===== src/rtl/picorv32_wb_arbiter.sv =====
// Round-robin arbiter sharing one Wishbone B3 classic master between two
// picorv32 native memory ports; single-beat cycles ended by ack, err or timeout.
module picorv32_wb_arbiter #(
  parameter int unsigned TIMEOUT_CYCLES = 255
) (
  input  logic        clk,
  input  logic        resetn,
  input  logic        m0_valid,
  input  logic [31:0] m0_addr,
  input  logic [31:0] m0_wdata,
  input  logic [3:0]  m0_wstrb,
  output logic        m0_ready,
  output logic [31:0] m0_rdata,
  input  logic        m1_valid,
  input  logic [31:0] m1_addr,
  input  logic [31:0] m1_wdata,
  input  logic [3:0]  m1_wstrb,
  output logic        m1_ready,
  output logic [31:0] m1_rdata,
  output logic [31:0] wbm_adr_o,
  output logic [31:0] wbm_dat_o,
  input  logic [31:0] wbm_dat_i,
  output logic        wbm_we_o,
  output logic [3:0]  wbm_sel_o,
  output logic        wbm_stb_o,
  output logic        wbm_cyc_o,
  input  logic        wbm_ack_i,
  input  logic        wbm_err_i,
  output logic        grant,
  output logic        bus_err
);

  localparam int unsigned ADDR_W = 32;
  localparam int unsigned DATA_W = 32;
  localparam int unsigned SEL_W  = 4;
  localparam int unsigned CNT_W  = 8;

  localparam logic [CNT_W-1:0] CNT_MAX  = '1;
  localparam logic [CNT_W-1:0] TO_LIMIT = CNT_W'(TIMEOUT_CYCLES);
  localparam bit               TO_EN    = (TIMEOUT_CYCLES != 0);

  typedef enum logic [1:0] {
    S_IDLE = 2'd0,
    S_BUS  = 2'd1,
    S_DONE = 2'd2
  } state_e;

  typedef struct packed {
    logic [ADDR_W-1:0] addr;
    logic [DATA_W-1:0] wdata;
    logic [SEL_W-1:0]  wstrb;
  } req_t;

  state_e             state_q, state_d;
  logic [ADDR_W-1:0]  adr_q, adr_d;
  logic [DATA_W-1:0]  dat_q, dat_d;
  logic [SEL_W-1:0]   sel_q, sel_d;
  logic               we_q, we_d;
  logic               cyc_q, cyc_d;
  logic               grant_q, grant_d;
  logic               m0_ready_q, m0_ready_d;
  logic               m1_ready_q, m1_ready_d;
  logic [DATA_W-1:0]  m0_rdata_q, m0_rdata_d;
  logic [DATA_W-1:0]  m1_rdata_q, m1_rdata_d;
  logic               bus_err_q, bus_err_d;
  logic [CNT_W-1:0]   cnt_q, cnt_d;

  req_t               m0_req, m1_req, win_req;
  logic               any_valid;
  logic               win_sel;
  logic               fault;

  // Winner selection: a lone requester wins; on a tie the non-last owner wins.
  always_comb begin
    m0_req    = '{addr: m0_addr, wdata: m0_wdata, wstrb: m0_wstrb};
    m1_req    = '{addr: m1_addr, wdata: m1_wdata, wstrb: m1_wstrb};
    any_valid = m0_valid | m1_valid;
    win_sel   = (m0_valid && m1_valid) ? ~grant_q : m1_valid;
    win_req   = win_sel ? m1_req : m0_req;
    fault     = wbm_err_i | (TO_EN && (cnt_q == TO_LIMIT));
  end

  // State and output registers.
  always_ff @(posedge clk or negedge resetn) begin
    if (!resetn) begin
      state_q    <= S_IDLE;
      adr_q      <= '0;
      dat_q      <= '0;
      sel_q      <= '0;
      we_q       <= 1'b0;
      cyc_q      <= 1'b0;
      grant_q    <= 1'b1;
      m0_ready_q <= 1'b0;
      m1_ready_q <= 1'b0;
      m0_rdata_q <= '0;
      m1_rdata_q <= '0;
      bus_err_q  <= 1'b0;
      cnt_q      <= '0;
    end else begin
      state_q    <= state_d;
      adr_q      <= adr_d;
      dat_q      <= dat_d;
      sel_q      <= sel_d;
      we_q       <= we_d;
      cyc_q      <= cyc_d;
      grant_q    <= grant_d;
      m0_ready_q <= m0_ready_d;
      m1_ready_q <= m1_ready_d;
      m0_rdata_q <= m0_rdata_d;
      m1_rdata_q <= m1_rdata_d;
      bus_err_q  <= bus_err_d;
      cnt_q      <= cnt_d;
    end
  end

  // Next-state logic.
  always_comb begin
    state_d = S_IDLE;
    case (state_q)
      S_IDLE:  state_d = any_valid ? S_BUS : S_IDLE;
      S_BUS:   state_d = (fault || wbm_ack_i) ? S_DONE : S_BUS;
      S_DONE:  state_d = S_IDLE;
      default: state_d = S_IDLE;
    endcase
  end

  // Output logic; ready and bus_err are single-cycle pulses by default.
  always_comb begin
    adr_d      = adr_q;
    dat_d      = dat_q;
    sel_d      = sel_q;
    we_d       = we_q;
    cyc_d      = cyc_q;
    grant_d    = grant_q;
    m0_rdata_d = m0_rdata_q;
    m1_rdata_d = m1_rdata_q;
    cnt_d      = cnt_q;
    m0_ready_d = 1'b0;
    m1_ready_d = 1'b0;
    bus_err_d  = 1'b0;

    case (state_q)
      S_IDLE: begin
        we_d  = 1'b0;
        cyc_d = 1'b0;
        if (any_valid) begin
          adr_d   = win_req.addr;
          dat_d   = win_req.wdata;
          sel_d   = win_req.wstrb;
          we_d    = |win_req.wstrb;
          cyc_d   = 1'b1;
          grant_d = win_sel;
          cnt_d   = '0;
        end
      end
      S_BUS: begin
        if (fault) begin
          // Error and timeout share one path and take priority over ack.
          cyc_d     = 1'b0;
          we_d      = 1'b0;
          bus_err_d = 1'b1;
          if (grant_q) begin
            m1_ready_d = 1'b1;
            m1_rdata_d = '0;
          end else begin
            m0_ready_d = 1'b1;
            m0_rdata_d = '0;
          end
        end else if (wbm_ack_i) begin
          cyc_d = 1'b0;
          we_d  = 1'b0;
          if (grant_q) begin
            m1_ready_d = 1'b1;
            m1_rdata_d = wbm_dat_i;
          end else begin
            m0_ready_d = 1'b1;
            m0_rdata_d = wbm_dat_i;
          end
        end else if (cnt_q != CNT_MAX) begin
          cnt_d = cnt_q + CNT_W'(1);
        end
      end
      S_DONE: begin
        cyc_d = 1'b0;
        we_d  = 1'b0;
      end
      default: begin
        adr_d      = '0;
        dat_d      = '0;
        sel_d      = '0;
        we_d       = 1'b0;
        cyc_d      = 1'b0;
        grant_d    = 1'b1;
        m0_rdata_d = '0;
        m1_rdata_d = '0;
        cnt_d      = '0;
      end
    endcase
  end

  assign wbm_adr_o = adr_q;
  assign wbm_dat_o = dat_q;
  assign wbm_sel_o = sel_q;
  assign wbm_we_o  = we_q;
  assign wbm_cyc_o = cyc_q;
  assign wbm_stb_o = cyc_q;
  assign grant     = grant_q;
  assign m0_ready  = m0_ready_q;
  assign m1_ready  = m1_ready_q;
  assign m0_rdata  = m0_rdata_q;
  assign m1_rdata  = m1_rdata_q;
  assign bus_err   = bus_err_q;

endmodule


===== config.mk =====
export PLATFORM = sky130hd
export DESIGN_NAME = picorv32_wb_arbiter
export DESIGN_NICKNAME = d
export VERILOG_FILES = /design/src/rtl/picorv32_wb_arbiter.sv
export SDC_FILE = /design/constraint.sdc
export NUM_CORES = 1
export LEC_CHECK = 0
export BUFFER_PORTS_ARGS = -buffer_cell sky130_fd_sc_hd__buf_4
export CAP_MARGIN = 20
export CORE_AREA = 2 2 120 122
export CTS_CLUSTER_SIZE = 10
export DETAILED_ROUTE_END_ITERATION = 8
export DIE_AREA = 0 0 122 124
export PLACE_DENSITY = 0.9
export REMOVE_ABC_BUFFERS = 1
export SETUP_SLACK_MARGIN = 0.3
export SYNTH_ARGS = -nofsm -noshare
export SYNTH_HDL_FRONTEND = slang
export SYNTH_SLANG_ARGS = --single-unit

===== constraint.sdc =====
create_clock -name clk -period 1.9 [get_ports clk]
set_input_delay 0.19 -clock clk [delete_from_list [all_inputs] [get_ports clk]]
set_output_delay 0.19 -clock clk [all_outputs]
set_load 0.05 [all_outputs]

After elaboration in Yosys (flattened, before gate mapping)
Cells that the tools add are included.
- eq/ne operators: 11
- muxes and demuxes: 44
- $add $sub $neg: 1
- bitwise operators: 6
- reduce and logical (&&, ||, !) cells: 10
- operators by type and width (cell ; number):
    $mux 32 ; 10
    $pmux 32 s2 ; 4
    $mux 68 ; 1
    $mux 8 ; 4
    $pmux 8 s3 ; 1
    $mux 1 ; 17
    $ne 2x2->1 const B ; 6
    $add 8x1->8 const B ; 1
    $eq 8x8->1 const B ; 1
    $ne 8x8->1 const B ; 1
    $pmux 4 s2 ; 1
    $pmux 1 s2 ; 3
    $reduce_and 3->1 ; 2
    $reduce_and 5->1 ; 1
    $mux 4 ; 1
    $not 1->1 ; 4
    $pmux 2 s2 ; 1
    $reduce_or 2->1 ; 2
    $reduce_or 4->1 ; 1
    $ne 3x3->1 const B ; 1
    $eq 2x1->1 const B ; 1
    $eq 2x2->1 const B ; 1
    $logic_not 2->1 ; 1
    $mux 2 ; 1
    other kinds (4) ; 5
- output and inout bits: 139
- flip-flop bits (word level): 148

Longest topological paths before layout
- depth after elaboration: 6
- depth in mapped cells: 8
- mapped depth without buffers: 6

Worst setup path before layout
OpenSTA, ideal clock, no wires.
- kind: register to register
- start: register state_q[0]
- end: register adr_q[21], in the netlist wbm_adr_o[21]
- path buffers: 3
- cell stages (with the launch flop): 9
- data arrival time: 1.594 ns
- setup slack: 0.223 ns
- period minus slack after synthesis: 1.677 ns
- library setup time: 0.083 ns
- path through: dfrtp_1 -> inv_1 -> ha_1 -> o21ai_1 -> or2_2 -> buf_2 -> buf_2 -> buf_2 -> o21ai_0
- cells in the longest elaborated chain, start to end: 4
- elaborated cells between the ends (all ways): 8
- ends and longest elaborated chain (element ; line ; text):
    start, declared ; 54 ; state_e state_q, state_d;
    start signal, assigned ; 100 ; state_q <= state_d;
    $eq 2x1->1 or $eq 2x2->1 (tied branches) ; 142 ; case (state_q)
    $reduce_or 2->1 (no line) ; n/a ;
    $not 1->1 (no line) ; n/a ;
    $reduce_and 2->1 (no line) ; n/a ;
    end signal, assigned ; 101 ; adr_q <= adr_d;
    end, declared ; 55 ; logic [ADDR_W-1:0] adr_q, adr_d;
Several ways; a longest one is shown, not always the timed one.
A chain may end at the register's enable or synchronous reset.

Worst setup path after layout
- start: register cnt_q[0]
- end: register m0_rdata_q[12], in the netlist m0_rdata[12]
- cells in the longest elaborated chain, start to end: 4
- elaborated cells between the ends (all ways): 6
- ends and longest elaborated chain (element ; line ; text):
    start, declared ; 66 ; logic [CNT_W-1:0] cnt_q, cnt_d;
    start signal, assigned ; 112 ; cnt_q <= cnt_d;
    $eq 8x8->1 (*) ; 80 ; fault = wbm_err_i | (TO_EN && (cnt_q == TO_LIMIT));
    $or 1x1->1 (*) ; 80 ;
    $ne 3x3->1 (no line) or $mux 32 (tied branches) ; n/a ;
    $reduce_and 3->1 (no line) or $pmux 32 s2 (tied branches) ; n/a ;
    end signal, assigned ; 109 ; m0_rdata_q <= m0_rdata_d;
    end, declared ; 63 ; logic [DATA_W-1:0] m0_rdata_q, m0_rdata_d;
Every way passes the cells marked *; elsewhere a longest branch is shown, timed or not.

==> flow_summary.json <==
{
  "clock_path_buffers": 2,
  "fin_ws_ns": 0.179,
  "crit_required_ns": 2.21,
  "tightest_slew_ns": 0.613,
  "clk_transition_reported_paths_ns": 0.07,
  "rsz0062_at_grt": "true",
  "core_um2": 13700,
  "maxSlewHeadroom_pct": 59.0,
  "synth_edf_count": 0,
  "syn2layout_area_growth_pct": 62.4,
  "power.density_nw_per_um2": 1540,
  "h-tree-depth": 4,
  "max-vdd-ir-drop_mv": 0.736,
  "yosys.area.top_type": "dfrtp_1",
  "post-route-period-util_pct": 90.6,
  "synth_area_leaders": "dfrtp_1, mux2i_1, a22o_1",
  "critical_path.startpoint_type": "flop",
  "cts_buffers": 17,
  "synth.top_cell.area_share_pct": 58.6,
  "status": "finished clean",
  "hp-class": "in2reg",
  "finalWirelength_um": 22400,
  "wl_per_cell_um": 20.5,
  "grt_pass1_vias": 5809,
  "global_route.overflow_total": 0,
  "worst-setup-path-type": "reg2reg",
  "finalSetupViolCount": 0,
  "ant_nets": 0,
  "power.leakage_nw": 5.17,
  "fmax_mhz": 581,
  "synth_xor_area_share_pct": 0,
  "ys_async_sr_fraction_pct": 100,
  "place_ws_ns": 0.127,
  "remaining_drc_errors": 0,
  "netlist_area_um2": 6270,
  "layout_min_cycle_time_ns": 1.72,
  "clock_sinks": 148,
  "synth_seq_cells": 148,
  "path_max_fanout": 8,
  "gp_congestion": 0.914,
  "antenna_found_initial": 0,
  "diodes": 0,
  "endpoint_kind": "flop",
  "yosys.area_share.simple_pct": 8.47,
  "synth_common_cells": "dfrtp_1, nand2_1, o21ai_0, mux2i_1, a22o_1",
  "finalHoldViolCount": 0,
  "finalSetupTns_ns": 0,
  "rows": 43,
  "dpl.hpwl_um": 14300,
  "synth_ff_type": "dfrtp_1",
  "cap_violations": 0,
  "dr_total_vias": 6103,
  "die_area_um2": 15100,
  "initialDrtViolationCount": 614,
  "ys_seq_area_share_pct": 59.0,
  "synth-compound-area-share_pct": 17.0,
  "skew_ns": 0.0146,
  "io_pins": 313,
  "root_buffer": "clkbuf_16",
  "synth.distinct_cells": 37,
  "layout-drive-gt1-share_pct": 46.6,
  "cts_tree": "built",
  "cp.arrival_ns": 2.03,
  "port_buffers": 312,
  "syn_avg_cell_area_um2": 11.5,
  "synth_cells": 545,
  "dr.pass1.iters": 5,
  "die_h_um": 124,
  "slew_violations": 0,
  "synth_fa_ha_area_share_pct": 0.798,
  "viasPerCell": 5.59,
  "synth_most_common_cell": "dfrtp_1",
  "grt_pass1_wl_um": 31000,
  "fin_nets": 1077,
  "insertion_delay_ns": 0.42,
  "start_util_pct": 45.7,
  "track_usage_pct": 27.0,
  "die_w_um": 122,
  "yosys_warnings": 0,
  "synth_top_family_by_area": "compound AO/OA/AOI/OAI gates",
  "synthMuxAreaShare_pct": 11.2,
  "grt_max_degree": 53
}
-- per-layer routing --
metal	share of wire (%)	track usage, %	vias up
met5	0	0	-
li1	-	-	2682
met2	52	46.7	378
met3	7.4	6.09	66
met1	37	32.3	2977
met4	3.8	12.1	0
-- registers in the layout, summed over array words and instances, names as in the netlist --
register	count
m0_rdata	32
m1_rdata	32
wbm_adr_o	32
wbm_dat_o	32
cnt_q	8
wbm_sel_o	4
state_q	2
bus_err	1
grant	1
m0_ready	1
m1_ready	1
wbm_cyc_o	1
wbm_we_o	1
-- kinds of logic (layout without fill, tap and decap cells) --
| family | after synthesis | after routing |
|---|---|---|
| adder cells (fa/ha/maj) | 4 | 4 |
| flip-flops | 148 | 148 |
| multiplexers | 70 | 70 |
| buffers and inverters | 48 | 415 |
| AND/OR/NAND/NOR | 119 | 119 |
| AO/OA/AOI/OAI | 156 | 156 |
-- placed cells by master, fill, tap and decap left out, types with 4 or more instances in the layout --
master         instances
clkbuf_16             21
ha_4                   4
buf_4                338
buf_6                  7
nand2_1               77
or4_1                  4
inv_1                  4
o21ai_0               40
nand3_1                9
buf_12                 9
o21ai_1               30
dlygate4sd3_1         13
mux2i_1               69
nor2_1                 6
a22o_1                64
inv_6                  8
dfrtp_1              144
o211ai_1               4
-- power by group --
group | switching [mW] | total (mW) | internal (mW)
clock network | 1.44 | 3.32 | 1.88
logic | 5.24 | 8.01 | 2.77
registers | 0.480 | 4.39 | 3.91
total | 7.16 | 15.7 | 8.56
-- critical path, stage by stage (launching register included) --
cell and delay, ns:
dfrtp_1 0.42, ha_4 0.18, nand3_4 0.13, o2111ai_4 0.28, nor2_4 0.09, buf_6 0.14, clkbuf_16 0.16, a22o_1 0.22
-- timing repair --
action | in CTS | in global routing
gates resized for setup | 62 | 17
gates cloned | 2 | 6
hold endpoints to repair | 50 | 0
hold buffers | 13 | 0
pin swaps | 13 | 20
endpoints found under the setup margin | 140 | 138
buffers inserted | 9 | 15
-- metrics by stage --
step                      cell area, µm²  instances  total power [mW]  util (%)  hold WS (ns)
after floorplan                     6080        504              8.73         -        -0.106
after global routing               10200       1092              16.4      74.3      -0.00363
after global placement              8920       1015              11.2      65.0        0.0904
after detailed placement            8920       1015              11.4      65.0        0.0881
after CTS                           9910       1071              15.1      72.2      0.000904
final                              10200       1092              15.7      74.3       0.00141
-- final timing paths --
| kind | from | end | slack [ns] | cells past startpoint |
|---|---|---|---|---|
| setup / recovery | cnt_q[0] | m0_rdata[12] | 0.18 | 7 |
| hold / removal | wbm_dat_i[24] | m1_rdata[24] | 0.001 | 2 |
| setup reg to reg | cnt_q[0] | m0_rdata[12] | 0.18 | 7 |
| min in group asynchronous | resetn | m0_rdata[29] | 0.22 | 2 |
| max in group asynchronous | resetn | grant | 1.07 | 3 |
| hold reg to reg | wbm_dat_o[14] | wbm_dat_o[14] | 0.48 | 2 |
-- final cells by class --
cell class / count / area (µm²)
clock buffer: 18 / 439
fill: 926 / 3530
sequential: 148 / 3710
tap: 180 / 225
inverter: 7 / 26.3
timing repair buffer: 376 / 3120
multi-input combinational: 349 / 2540
clock inverter: 14 / 139
Power figures use the tool's default switching activity.
